==> src/rtl/ps2.sv <==
// PS/2 keyboard receiver: 2-flop synchronizers, clock-line debounce, 11-bit frame
// deserializer, and a 16-bit register holding the last two received bytes.
// Ports: i_clk/i_rst_n system clock and async active-low reset; i_ps2_clk/i_ps2_data
//   raw PS/2 pins (idle high); i_control sync clear of o_code; o_code {previous, latest}.
// Latency: o_code updates <= DEBOUNCE_CYCLES+4 cycles after raw clock falls for the stop bit.
module ps2 #(
  parameter int DEBOUNCE_CYCLES = 8,
  parameter int TIMEOUT_CYCLES  = 4096
) (
  input  logic        i_clk,
  input  logic        i_rst_n,
  input  logic        i_ps2_clk,
  input  logic        i_ps2_data,
  input  logic        i_control,
  output logic [15:0] o_code
);

  localparam int DB_W = $clog2(DEBOUNCE_CYCLES + 1);
  localparam int TO_W = $clog2(TIMEOUT_CYCLES + 1);
  localparam logic [DB_W-1:0] DB_MAX = DB_W'(DEBOUNCE_CYCLES - 1);
  localparam logic [TO_W-1:0] TO_MAX = TO_W'(TIMEOUT_CYCLES - 1);

  // Synchronizers (idle level 1)
  logic r_clk_s1, r_clk_s2, r_dat_s1, r_dat_s2;
  // Debounce
  logic            r_clk_db, r_clk_db_d;
  logic [DB_W-1:0] r_db_cnt;
  // Frame receiver
  logic [3:0]      r_bit_cnt;
  logic [7:0]      r_shift;
  logic            r_done;
  logic [TO_W-1:0] r_to_cnt;
  logic [15:0]     r_code;

  logic w_fall;
  logic w_timeout;

  assign w_fall    = r_clk_db_d & ~r_clk_db;
  assign w_timeout = (r_bit_cnt != 4'd0) && !w_fall && (r_to_cnt == TO_MAX);
  assign o_code    = r_code;

  always_ff @(posedge i_clk or negedge i_rst_n) begin
    if (!i_rst_n) begin
      r_clk_s1 <= 1'b1;
      r_clk_s2 <= 1'b1;
      r_dat_s1 <= 1'b1;
      r_dat_s2 <= 1'b1;
    end else begin
      r_clk_s1 <= i_ps2_clk;
      r_clk_s2 <= r_clk_s1;
      r_dat_s1 <= i_ps2_data;
      r_dat_s2 <= r_dat_s1;
    end
  end

  // The debounced clock only follows the synchronized clock after it has
  // disagreed for DEBOUNCE_CYCLES consecutive cycles; any agreement restarts.
  always_ff @(posedge i_clk or negedge i_rst_n) begin
    if (!i_rst_n) begin
      r_clk_db   <= 1'b1;
      r_clk_db_d <= 1'b1;
      r_db_cnt   <= '0;
    end else begin
      r_clk_db_d <= r_clk_db;
      if (r_clk_s2 == r_clk_db) begin
        r_db_cnt <= '0;
      end else if (r_db_cnt == DB_MAX) begin
        r_clk_db <= r_clk_s2;
        r_db_cnt <= '0;
      end else begin
        r_db_cnt <= r_db_cnt + 1'b1;
      end
    end
  end

  // Timeout runs only mid-frame and restarts on every falling edge.
  always_ff @(posedge i_clk or negedge i_rst_n) begin
    if (!i_rst_n) begin
      r_to_cnt <= '0;
    end else if ((r_bit_cnt == 4'd0) || w_fall || (r_to_cnt == TO_MAX)) begin
      r_to_cnt <= '0;
    end else begin
      r_to_cnt <= r_to_cnt + 1'b1;
    end
  end

  always_ff @(posedge i_clk or negedge i_rst_n) begin
    if (!i_rst_n) begin
      r_bit_cnt <= 4'd0;
      r_shift   <= 8'h00;
      r_done    <= 1'b0;
    end else begin
      r_done <= 1'b0;
      if (w_fall) begin
        case (r_bit_cnt)
          4'd0: begin
            // A high start bit is noise; stay idle.
            if (!r_dat_s2) r_bit_cnt <= 4'd1;
          end
          4'd1, 4'd2, 4'd3, 4'd4, 4'd5, 4'd6, 4'd7, 4'd8: begin
            r_shift   <= {r_dat_s2, r_shift[7:1]};
            r_bit_cnt <= r_bit_cnt + 4'd1;
          end
          4'd9: begin
            // Parity is accepted without checking.
            r_bit_cnt <= 4'd10;
          end
          4'd10: begin
            r_done    <= r_dat_s2;
            r_bit_cnt <= 4'd0;
          end
          default: r_bit_cnt <= 4'd0;
        endcase
      end else if (w_timeout) begin
        r_bit_cnt <= 4'd0;
      end
    end
  end

  // Clear takes priority over a frame completing in the same cycle.
  always_ff @(posedge i_clk or negedge i_rst_n) begin
    if (!i_rst_n) begin
      r_code <= 16'h0000;
    end else if (i_control) begin
      r_code <= 16'h0000;
    end else if (r_done) begin
      r_code <= {r_code[7:0], r_shift};
    end
  end

endmodule

==> config.mk <==
export PLATFORM = sky130hd
export DESIGN_NAME = ps2
export DESIGN_NICKNAME = d
export VERILOG_FILES = /design/src/rtl/ps2.sv
export SDC_FILE = /design/constraint.sdc
export NUM_CORES = 1
export LEC_CHECK = 0
export CORE_MARGIN = 3
export CORE_UTILIZATION = 60
export DETAILED_ROUTE_END_ITERATION = 8
export GPL_ROUTABILITY_DRIVEN = 0
export PLACE_DENSITY = 0.83
export SLEW_MARGIN = 20
export SYNTH_ARGS = -nofsm -noshare
export SYNTH_HDL_FRONTEND = slang
export SYNTH_SLANG_ARGS = --single-unit
==> constraint.sdc <==
create_clock -name i_clk -period 2.89 [get_ports i_clk]
set_input_delay 0.289 -clock i_clk [delete_from_list [all_inputs] [get_ports i_clk]]
set_output_delay 0.289 -clock i_clk [all_outputs]
set_load 0.05 [all_outputs]
Word-level counts from Yosys, hierarchy flattened

Index checks and enable logic that the tools add are counted.

Output and inout bits: 16
Input port bits: 5
Memory bits (writable): 0
Bits in registers: 52
Memories: 0
Latch bits: 0
Bits in read-only memories: 0

Bitwise gates (word level): 3
$mul: 0
Reduce and logical (&&, ||, !) cells: 13
Add/sub/neg operators: 3
Divide/modulo/power cells: 0
Order comparisons: 0
Equal/unequal tests: 14
Shifts and indexed selects: 0
Mux-type cells: 11

Operators with widths:

| operator                                                          | count |
|---|---|
| 16-bit 2-to-1 mux                                                 | 2 |
| 4-bit by 3-bit == test with 1-bit output, second input constant   | 5 |
| 4-bit 2-to-1 mux                                                  | 5 |
| 13-bit by 1-bit adder with 13-bit output, second input constant   | 1 |
| 13-bit by 12-bit == test with 1-bit output, second input constant | 1 |
| 13-bit 2-to-1 mux                                                 | 1 |
| 4-bit == test, second input constant                              | 3 |
| 4-bit case mux with 3 select lines                                | 1 |
| 4-bit by 1-bit adder with 4-bit output, second input constant     | 2 |
| 4-bit by 2-bit == test with 1-bit output, second input constant   | 2 |
| 8-bit OR reduction                                                | 1 |
| 2-bit AND reduction                                               | 3 |
| 4-bit by 1-bit == test with 1-bit output, second input constant   | 1 |
| 4-bit zero test                                                   | 1 |
| 2-bit nonzero test                                                | 2 |
| 4-bit nonzero test                                                | 1 |
| 3-bit != test, second input constant                              | 1 |
| 1-bit logical AND                                                 | 2 |
| 1-bit logical OR                                                  | 2 |
| 1-bit 2-to-1 mux                                                  | 2 |
| 1-bit inverter                                                    | 2 |
| 1-bit bitwise AND                                                 | 1 |
| 1-bit == test                                                     | 1 |
| 1-bit zero test                                                   | 1 |

Longest topological paths before layout

Depth in word-level cells: 7
Mapped depth: 7
Depth with buffers taken out: 6

Least setup slack after synthesis

Ideal clock, no wire load.

Path type: reg2reg
From: reg r_to_cnt[0]
To: reg r_to_cnt[10]
Slack: 1208 ps
Data arrival time: 1564 ps
Clock period less this slack: 1682 ps
Library setup time: 119 ps
Stages on the path, launching flop included: 8
Data required time: 2771 ps
Buffers on the path: 2
Cells stage by stage: dfrtp_1 ha_1 nand4_2 or4_1 buf_2 nand2_2 buf_6 nor2_1

Cells in the longest elaborated chain, start to end: 3
Elaborated cells between the ends (all ways): 4

RTL lines:

| what                                                                             | RTL line | source |
|---|---|---|
| start: declaration                                                               | 32       | `logic [TO_W-1:0] r_to_cnt;` |
| start signal: assignment                                                         | 83       | `r_to_cnt <= r_to_cnt + 1'b1;` |
| branches (longest 2 deep; another with 13-bit by 1-bit adder with 13-bit output) | --       |  |
| 13-bit 2-to-1 mux (*)                                                            | 80       | `end else if ((r_bit_cnt == 4'd0) \|\| w_fall \|\| (r_to_cnt == TO_MAX)) begin` |

Mark *: on every way between the ends.
A chain may end at the register's enable or synchronous reset.

Final worst setup path

From: reg r_bit_cnt[1]
To: reg r_shift[6]

Cells in the longest elaborated chain, start to end: 3
Elaborated cells between the ends (all ways): 10

RTL lines:

| what                                                             | RTL line | source |
|---|---|---|
| start: declaration                                               | 29       | `logic [3:0] r_bit_cnt;` |
| start signal: assignment                                         | 102      | `r_bit_cnt <= r_bit_cnt + 4'd1;` |
| 4-bit by 1-bit == test with 1-bit output (tied with other cells) | 95       | `case (r_bit_cnt)` |
| 8-bit OR reduction (*)                                           | 95       |  |
| 2-bit AND reduction (no source line) (*)                         | --       |  |
| end signal: assignment                                           | 101      | `r_shift <= {r_dat_s2, r_shift[7:1]};` |
| end: declaration                                                 | 30       | `logic [7:0] r_shift;` |

Every way passes the cells marked *; elsewhere a longest branch is shown, timed or not.

==> flow_summary_export.csv <==
group,metric,value,unit
floorplanning,coreArea,3470,um^2
floorplanning,die_area,4540,um^2
clock_network,clk_latency,0.29,ns
setup_path,worstReg2RegEnd,"r_shift[6]",
sta,hold_slack,0.00277,ns
finish,nets,227,
clock_network,htreeDepth,2,
power,p_per_area,678,nW/um^2
sta,setup_slack,0.987,ns
clock_network,clock-sinks,52,
place,dp_slack,1.01,ns
finish,antennaDiodeCount,0,
setup_path,critical-path-max-stage-delay,0.42,ns
clock_network,clk_pin_slew,0.09,ns
hold_path,hp-class,"input port to asynchronous set/reset pin",
floorplanning,die_x,67.4,um
yosys,synthFlopType,"dfrtp_1",
finish,mostFrequentLayoutCell,"dfrtp_1",
global_routing,first_global_vias,1501,
setup_path,cpMostUsedCell,"nand2_1",
setup_path,path_class,"flop to flop",
sta,fin_tns_setup,0,ns
place,place_hpwl,2860,um
sta,rsz0062_at_grt,"no",
route,route.detailed.drc,0,
power,vdd_drop_max,0.555,mV
status,outcome,"complete, no violations",
floorplanning,initial_core_util,65.2,%
run,cap_violations,0,
sta,hold_violations,0,
finish,multi_input_area,901,um^2
yosys,syn_area_per_cell,11.6,um^2
sta,fmax,526,MHz
finish,fillers,240,
setup_path,worstPathMaxFanout,8,
setup_path,cp-startpoint,"r_bit_cnt[1]",
clock_network,post_cts_buffers,0,
setup_path,cp.required,3.07,ns
yosys,yosys_warnings,0,
yosys,syn_inst,195,
route,vias,1490,
finish,syn_to_final_growth,14.0,%
finish,drive_above_1_share,12.4,%
route,antenna_left,0,
floorplanning,row_count,21,
yosys,synthArstFlopShare,100,%
setup_path,arrival,2.09,ns
route,dr.pass1.iters,6,
sta,period_needed,1.90,ns
setup_path,reg2reg_depth,6,
clock_network,hold_buffers,0,
global_routing,grt.total_usage,21.5,%
clock_network,post_cts_resized,0,
sta,setup_violations,0,
sta,report.final.slew_viol_count,0,
yosys,syn_area,2260,um^2
floorplanning,die-height,67.4,um
setup_path,crit_chain,"inv_1, ha_1, nor3_1, nand2_1, nand2_1, mux2_2",
sta,max_slew_margin,43.0,%
sta,post-route-period-util,65.8,%
power,leakagePower,1.12,nW
yosys,yosysUniqueCellTypes,34,
route,vias_per_cell,5.67,
sta,worstMarginPinSlew,0.855,ns
setup_path,r2r_start,"r_bit_cnt[1]",
clock_network,cts_tree,"done",
place,port_buffers,20,
route,wl,3990,um
clock_network,cts_made_buffers,5,
setup_path,cp-start-kind,"flop",
route,drt-initial-drc-count,104,
yosys,synth-edff-count,0,
finish,final_util,74.3,%
finish,regArea,1310,um^2
yosys,synth.net_count,206,
global_routing,antenna_found_initial,0,
global_routing,grt_remaining_overflow,0,
global_routing,grt_max_degree,53,
clock_network,cts_root_buf,"clkbuf_8",
sta,fin_skew,0.00566,ns
global_routing,grt_first_pass_wirelength,7120,um
setup_path,ff2ff_setup_slack,0.99,ns
setup_path,crit_path_end,"r_shift[6]",
setup_path,worst_path_max_delay_cell,"dfrtp_1",
yosys,seq_area_frac_synth,57.9,%
clock_network,cts.path.max_buffers,2,
setup_path,end_kind,"flop",
finish,layout_common_cells,"dfrtp_1, nor2_1, clkdlybuf4s50_1",
yosys,yosys_register_bits,52,
route,wl_per_cell,15.2,um
floorplanning,io_pins,21,
==> per-layer routing <==
layer  share of wire [%]  vias to the layer above  global-route usage, %
met4                 1.3                        0                   8.10
li1                    -                      708                      -
met1                  45                      746                   27.9
met5                   0                        -                      0
met2                  50                       32                   35.6
met3                 3.2                        4                   4.66
==> cell families after synthesis <==
logic type / Yosys count / share of synthesized area [%]
XOR/XNOR: 12 / 4.65
flip-flops: 52 / 57.9
multiplexers: 26 / 12.0
adder cells (fa/ha/maj): 6 / 3.32
AND/OR/NAND/NOR: 76 / 16.2
AO/OA/AOI/OAI: 12 / 3.65
buffers and inverters: 11 / 2.27
==> critical path, delay by kind of cell (launching register included) <==
family | cells | cell delay, ns
AND/OR/NAND/NOR | 3 | 0.66
adder cells (fa/ha/maj) | 1 | 0.23
flip-flops | 1 | 0.42
multiplexers | 1 | 0.38
buffers and inverters | 1 | 0.10
==> per-stage QoR <==
stage,cells,power (mW),area (um^2)
finish,263,1.75,2580
global route,263,1.87,2580
CTS,263,1.76,2570
detailed placement,255,1.34,2480
global placement,255,1.30,2480
floorplan,195,1.24,2260
==> worst min-delay path by stage <==
stage	endpoint	from	slack (ns)
finish	o_code[9]	i_rst_n	0.003
detailed placement	r_clk_s2	r_clk_s1	0.35
global placement	r_dat_s2	r_dat_s1	0.35
CTS	o_code[9]	i_rst_n	0.24
global route	o_code[9]	i_rst_n	0.04
floorplan	o_code[0]	i_rst_n	-0.007
==> sequential cells by signal, summed over array words and instances (netlist names), 4 cells and up <==
name	cells
o_code	16
r_bit_cnt	4
r_db_cnt	4
r_shift	8
r_to_cnt	13
==> report_power, final <==
group	switching (mW)	internal, mW	total, mW
sequential	0.0823	0.822	0.904
combinational	0.261	0.166	0.427
clock	0.220	0.195	0.415
==> final cells by class <==
cell class                      count  area share [%]
Clock inverter                      1           0.291
Sequential cell                    52            50.8
Clock buffer                        7            3.35
Tap cell                           46            2.23
Multi-Input combinational cell    132            35.0
Inverter                            5           0.728
Timing Repair Buffer               20            7.67
==> synthesized netlist by cell type, types with 2 or more instances <==
master,instances,area [um^2]
ha_1,6,75.1
nor4_1,3,18.8
dfrtp_1,46,1150
nand3_1,10,50.1
buf_2,2,10.0
nor2_1,34,128
inv_1,5,18.8
nand2b_1,2,12.5
mux2_2,9,101
nand4_1,2,12.5
nor2b_1,4,25.0
a32oi_1,2,17.5
clkbuf_1,2,7.51
xor2_1,2,17.5
dfstp_2,6,158
nor3_1,5,25.0
and3_1,2,12.5
a21oi_1,4,20.0
nand2_1,8,30.0
mux2i_1,17,170
xnor2_1,10,87.6
o21ai_0,2,10.0
Power figures use the tool's default switching activity.
==> RTL change 1: new RTL, config.mk and constraints unchanged <==
Change the parameter `TIMEOUT_CYCLES` from 4096 to 2048.
--- a/src/rtl/ps2.sv
+++ b/src/rtl/ps2.sv
@@ -6,5 +6,5 @@
 module ps2 #(
   parameter int DEBOUNCE_CYCLES = 8,
-  parameter int TIMEOUT_CYCLES  = 4096
+  parameter int TIMEOUT_CYCLES  = 2048
 ) (
   input  logic        i_clk,
Check against the original RTL: same outputs for any inputs over 10 cycles, from zero or initial values and one cycle with i_rst_n low; that may be too few to reach the edited logic, so the function may still have changed.
==> RTL change 1 against the original RTL <==
The run now ends with hold timing left. Count of clock-buffer cells in the layout is the same. Wire length shrank 0.60%. Highest routed layer unchanged. Synthesized cell count grew 4.1%. Sequential cell count shrank 1. Final cell count grew 3.0%. Synthesized area shrank 0.94%. Clock skew grew 3.7 ps. Critical endpoint is now r_bit_cnt[2]. Clock power grew 4%. Maximum frequency grew 1.7%. Power shrank 9.6%. Design area shrank 0.39%. Sequential power shrank 5.8%. Setup slack gained 32 ps.
==> RTL change 1: results (changes against the original RTL) <==
Outcome
  • Status: finished, violations left
  • Failing checks: hold timing

STA
  • Final Hold Fails: 2 (+2)
  • Slew margin rel.: 42.67% (-0.32 points)
  • Fin Hold WS: -1.689 ps (-4.462 ps)
  • Clock skew: 9.315 ps (+3.657 ps)

Drt
  • DRT iter0 DRCs: 108 (+3.8%)
  • Drt total wl: 3.968 mm (-0.60%)
  • Vias post-DR: 1509 (+1.3%)
  • TritonRoute pass-1 iters: 4 (-2)

Placement
  • DPL Wire Length: 2.930 mm (+2.5%)
  • Placed Area: 2461 um^2 (-0.81%)

Synthesis
  • Syn Nets: 214 (+3.9%)
  • Commonest cells in the synthesized netlist: 45 x dfrtp_1, 34 x nor2_1, 30 x nand2_1, 17 x mux2i_1, 10 x xnor2_1
  • Seq/Total Area, Yosys: 57.32% (-0.57 points)
  • Netlist cell types: 35 (+2.9%)
  • Largest cells by area after synthesis: dfrtp_1 50%, mux2i_1 7.6%, dfstp_2 7.0%
  • Post-synthesis cell count: 203 (+4.1%)

Finish
  • Final #Nets: 235 (+3.5%)
  • Fillers: 237 (-1.3%)
  • Final cell count without fillers: 271 (+3.0%)
  • Layout cells sized above 1: 9.778% (-2.7 points)

Power
  • Max IR drop VDD: 0.4068 mV (-27%)
  • Leakage: 1.147 nW (+2.6%)
  • Power per cell area: 614.8 nW/um^2 (-9.3%)

Clocking
  • Clock transition at path regs: 90 ps (about the same)
  • Post-cts resize count: 0 (unchanged)

GRT
  • Pin count of the biggest net entering global routing: 52 (-1.9%)
  • First-pass GRT wire length: 7.293 mm (+2.4%)
  • Vias in the first global route: 1605 (+6.9%)
  • Gr usage total: 21.51% (-0.023 points)

Setup path
  • Crit Path Max Fanout: 9 (+1)
  • Critical Path AT: 2070 ps (-20 ps)
-- RTL change 1: logic make-up (layout without fill, tap and decap cells) --
kind of cell	after synthesis	count (layout)	synth area share (%)
compound gates	16	16	6.034
xor+xnor	12	12	4.693
fa+ha+maj	6	6	3.352
buf+inv	13	35	2.737
flops	51	51	57.32
mux	18	18	8.100
simple gates	87	87	17.77
-- RTL change 1: critical path, stage by stage, from the launching register on --
cell	delay (ps)
dfrtp_1	450
ha_1	260
nor4_2	390
a221o_1	400
o211ai_1	120
o2bb2ai_1	140
-- RTL change 1: area by class of cell --
| cell class | count | area share (%) |
|---|---|---|
| Sequential cell | 51 | 50.00 |
| Multi-Input combinational cell | 139 | 34.84 |
| Timing Repair Buffer | 21 | 7.992 |
| Clock buffer | 7 | 3.752 |
| Tap cell | 46 | 2.242 |
| Inverter | 6 | 0.8772 |
| Clock inverter | 1 | 0.2924 |
-- RTL change 1: layer usage --
layer  wire [um]  track usage, %  vias to the layer above
met5           0               0                        -
met1        1694           26.19                      743
met2        2052           37.30                       38
li1            -               -                      717
met4          71           7.595                        0
met3         150           4.553                       11
-- RTL change 1: power breakdown --
part,leakage [nW],internal (mW),switching [mW]
clock network,0.0505,0.218,0.216
registers,0.685,0.788,0.0641
logic,0.411,0.117,0.176
-- RTL change 1: final timing paths --
check	startpoint	to	slack, ps	cells past startpoint
min in group i_clk	r_dat_s1	r_dat_s2	360	0
setup / recovery	r_bit_cnt[0]	r_bit_cnt[2]	1020	5
hold reg to reg	r_dat_s1	r_dat_s2	360	0
max in group asynchronous	i_rst_n	r_to_cnt[10]	2480	1
setup reg to reg	r_bit_cnt[0]	r_bit_cnt[2]	1020	5
hold / removal	i_rst_n	o_code[0]	-2	1
-- RTL change 1: stage by stage --
step | hold slack (ps) | worst slack [ps] | util (%)
global route | 31.76 | 834.5 | 74.03
global placement | 345.5 | 1182 | 70.96
floorplan | -6.591 | 1261 | -
CTS | 214.7 | 1065 | 73.95
finish | -1.689 | 1019 | 74.03
detailed placement | 347.6 | 1055 | 70.96
==> RTL change 2: new RTL, same flow settings <==
Without the edit above. Put one more register stage on the output `o_code`, without a reset. The value now appears one clock later. Comments in the files are not updated.
--- a/src/rtl/ps2.sv
+++ b/src/rtl/ps2.sv
@@ -38,5 +38,7 @@
   assign w_fall    = r_clk_db_d & ~r_clk_db;
   assign w_timeout = (r_bit_cnt != 4'd0) && !w_fall && (r_to_cnt == TO_MAX);
-  assign o_code    = r_code;
+  always_ff @(posedge i_clk) begin
+    o_code <= r_code;
+  end
 
   always_ff @(posedge i_clk or negedge i_rst_n) begin
Behaviour: same outputs for any inputs over 10 cycles, from zero or initial values and one cycle with i_rst_n low; that may be too few to reach the edited logic, so the function may still have changed.
==> RTL change 2 against the original RTL <==
Clock power grew 83%. Critical path type unchanged. Sequential cell count grew 16. Count of clock-buffer cells in the layout grew 4. Maximum frequency shrank 7.1%. Via count grew 5.9%. Power grew 36%. Setup slack lost 150 ps. Wire length grew 7.5%. Synthesized area grew 17%. Design area grew 18%. Non-clock buffer count grew 1.
==> RTL change 2: results (changes against the original RTL) <==
STA
  • Clock skew: 6.956 ps (+1.298 ps)
  • Measured slew at the worst slew-check pin: 881.2 ps (+25.97 ps)

Drt
  • TritonRoute pass-1 iters: 4 (-2)
  • Drt total wl: 4.291 mm (+7.5%)
  • Met3 WL: 204 um (+58%)
  • Met1 WL: 1.964 mm (+9.2%)
  • DRT iter0 DRCs: 87 (-16%)
  • Met2 routed WL: 2.006 mm (-0.35%)

Synthesis
  • Seq/Total Area, Yosys: 61.82% (+3.9 points)
  • Largest cells by area after synthesis: dfrtp_1 44%, dfxtp_1 12%, mux2i_1 6.5%
  • Commonest cells in the synthesized netlist: 46 x dfrtp_1, 35 x nor2_1, 17 x mux2i_1, 16 x dfxtp_1, 9 x mux2_2
  • Syn Nets: 220 (+6.8%)
  • Mux share of post-synthesis cell area: 10.30% (-1.7 points)
  • Complex-gate fraction of the synthesized area: 5.128% (+1.5 points)
  • Adder-Cell Fraction of Synth Area: 2.849% (-0.47 points)
  • FFs w/ async S/R, synth: 76.47% (-24 points)

Finish
  • Fillers: 284 (+18%)
  • Layout cells sized above 1: 15.90% (+3.5 points)

GRT
  • First-pass GRT wire length: 7.576 mm (+6.4%)
  • Vias in the first global route: 1628 (+8.5%)

Placement
  • DPL Wire Length: 2.773 mm (-3.0%)

Setup path
  • R2R Setup Slk: 840 ps (-150 ps)
  • Crit Path Max Fanout: 9 (+1)
  • CP max stage cell: a221oi_4
  • Max incr delay on CP: 520 ps (+100 ps)

Power
  • Max IR drop VDD: 0.6630 mV (+19%)
  • Leakage: 1.322 nW (+18%)

Outcome
  • Status: finished clean

Clocking
  • Cts bufs inserted: 9 (+4)

Floorplanning
  • Die X: 72.27 um (+7.2%)
[RTL change 2: cells by family after synthesis]
kind of cell | Yosys count
flip-flops | 68
AND/OR/NAND/NOR | 69
AO/OA/AOI/OAI | 16
buffers and inverters | 12
multiplexers | 26
adder cells (fa/ha/maj) | 6
XOR/XNOR | 12
[RTL change 2: stage by stage]
step	hold WS (ps)	area, um^2	std cells	power, mW	setup slack (ps)
6_report	51.96	3049	289	2.382	841.9
3_5_place_dp	349.1	2855	273	1.633	849.5
3_3_place_gp	348.3	2855	273	1.617	951.7
5_1_grt	96.90	3049	289	2.519	679.5
2_1_floorplan	-6.591	2635	209	1.545	1090
4_1_cts	79.78	3049	289	2.397	848.8
[RTL change 2: routing by layer]
| layer | vias to the layer above | track usage (%) |
|---|---|---|
| met5 | - | 0 |
| met4 | 0 | 11.69 |
| met3 | 11 | 4.709 |
| met2 | 46 | 30.23 |
| met1 | 755 | 24.04 |
| li1 | 766 | - |
[RTL change 2: how the worst max path moves through the flow]
stage	startpoint	to	slack, ps	depth (start not counted)
global placement	r_bit_cnt[1]	r_shift[0]	950	5
floorplan	r_bit_cnt[0]	r_shift[0]	1090	5
CTS	r_bit_cnt[1]	r_shift[1]	850	5
global route	r_bit_cnt[1]	r_bit_cnt[1]	680	6
detailed placement	r_bit_cnt[1]	r_shift[1]	850	5
finish	r_bit_cnt[1]	r_shift[1]	840	5
[RTL change 2: power by group]
group	internal (mW)	leakage, nW	switching [mW]
registers	1.06	0.818	0.108
logic	0.201	0.405	0.258
clock network	0.418	0.0991	0.341
[RTL change 2: final cells by class]
class | count | area [um^2] | share of cell area [%]
Sequential cell | 68 | 1629 | 53.43
Multi-Input combinational cell | 129 | 942.2 | 30.90
Timing Repair Buffer | 21 | 202.7 | 6.648
Clock buffer | 11 | 141.4 | 4.637
Tap cell | 50 | 62.56 | 2.052
Clock inverter | 5 | 52.55 | 1.723
Inverter | 5 | 18.77 | 0.6155
[RTL change 2: worst reg2reg max path, stage by stage (launching register included)]
cell and delay, ps:
dfrtp_1 430, inv_1 130, ha_1 330, a21oi_2 120
a221oi_4 520, mux2_2 400
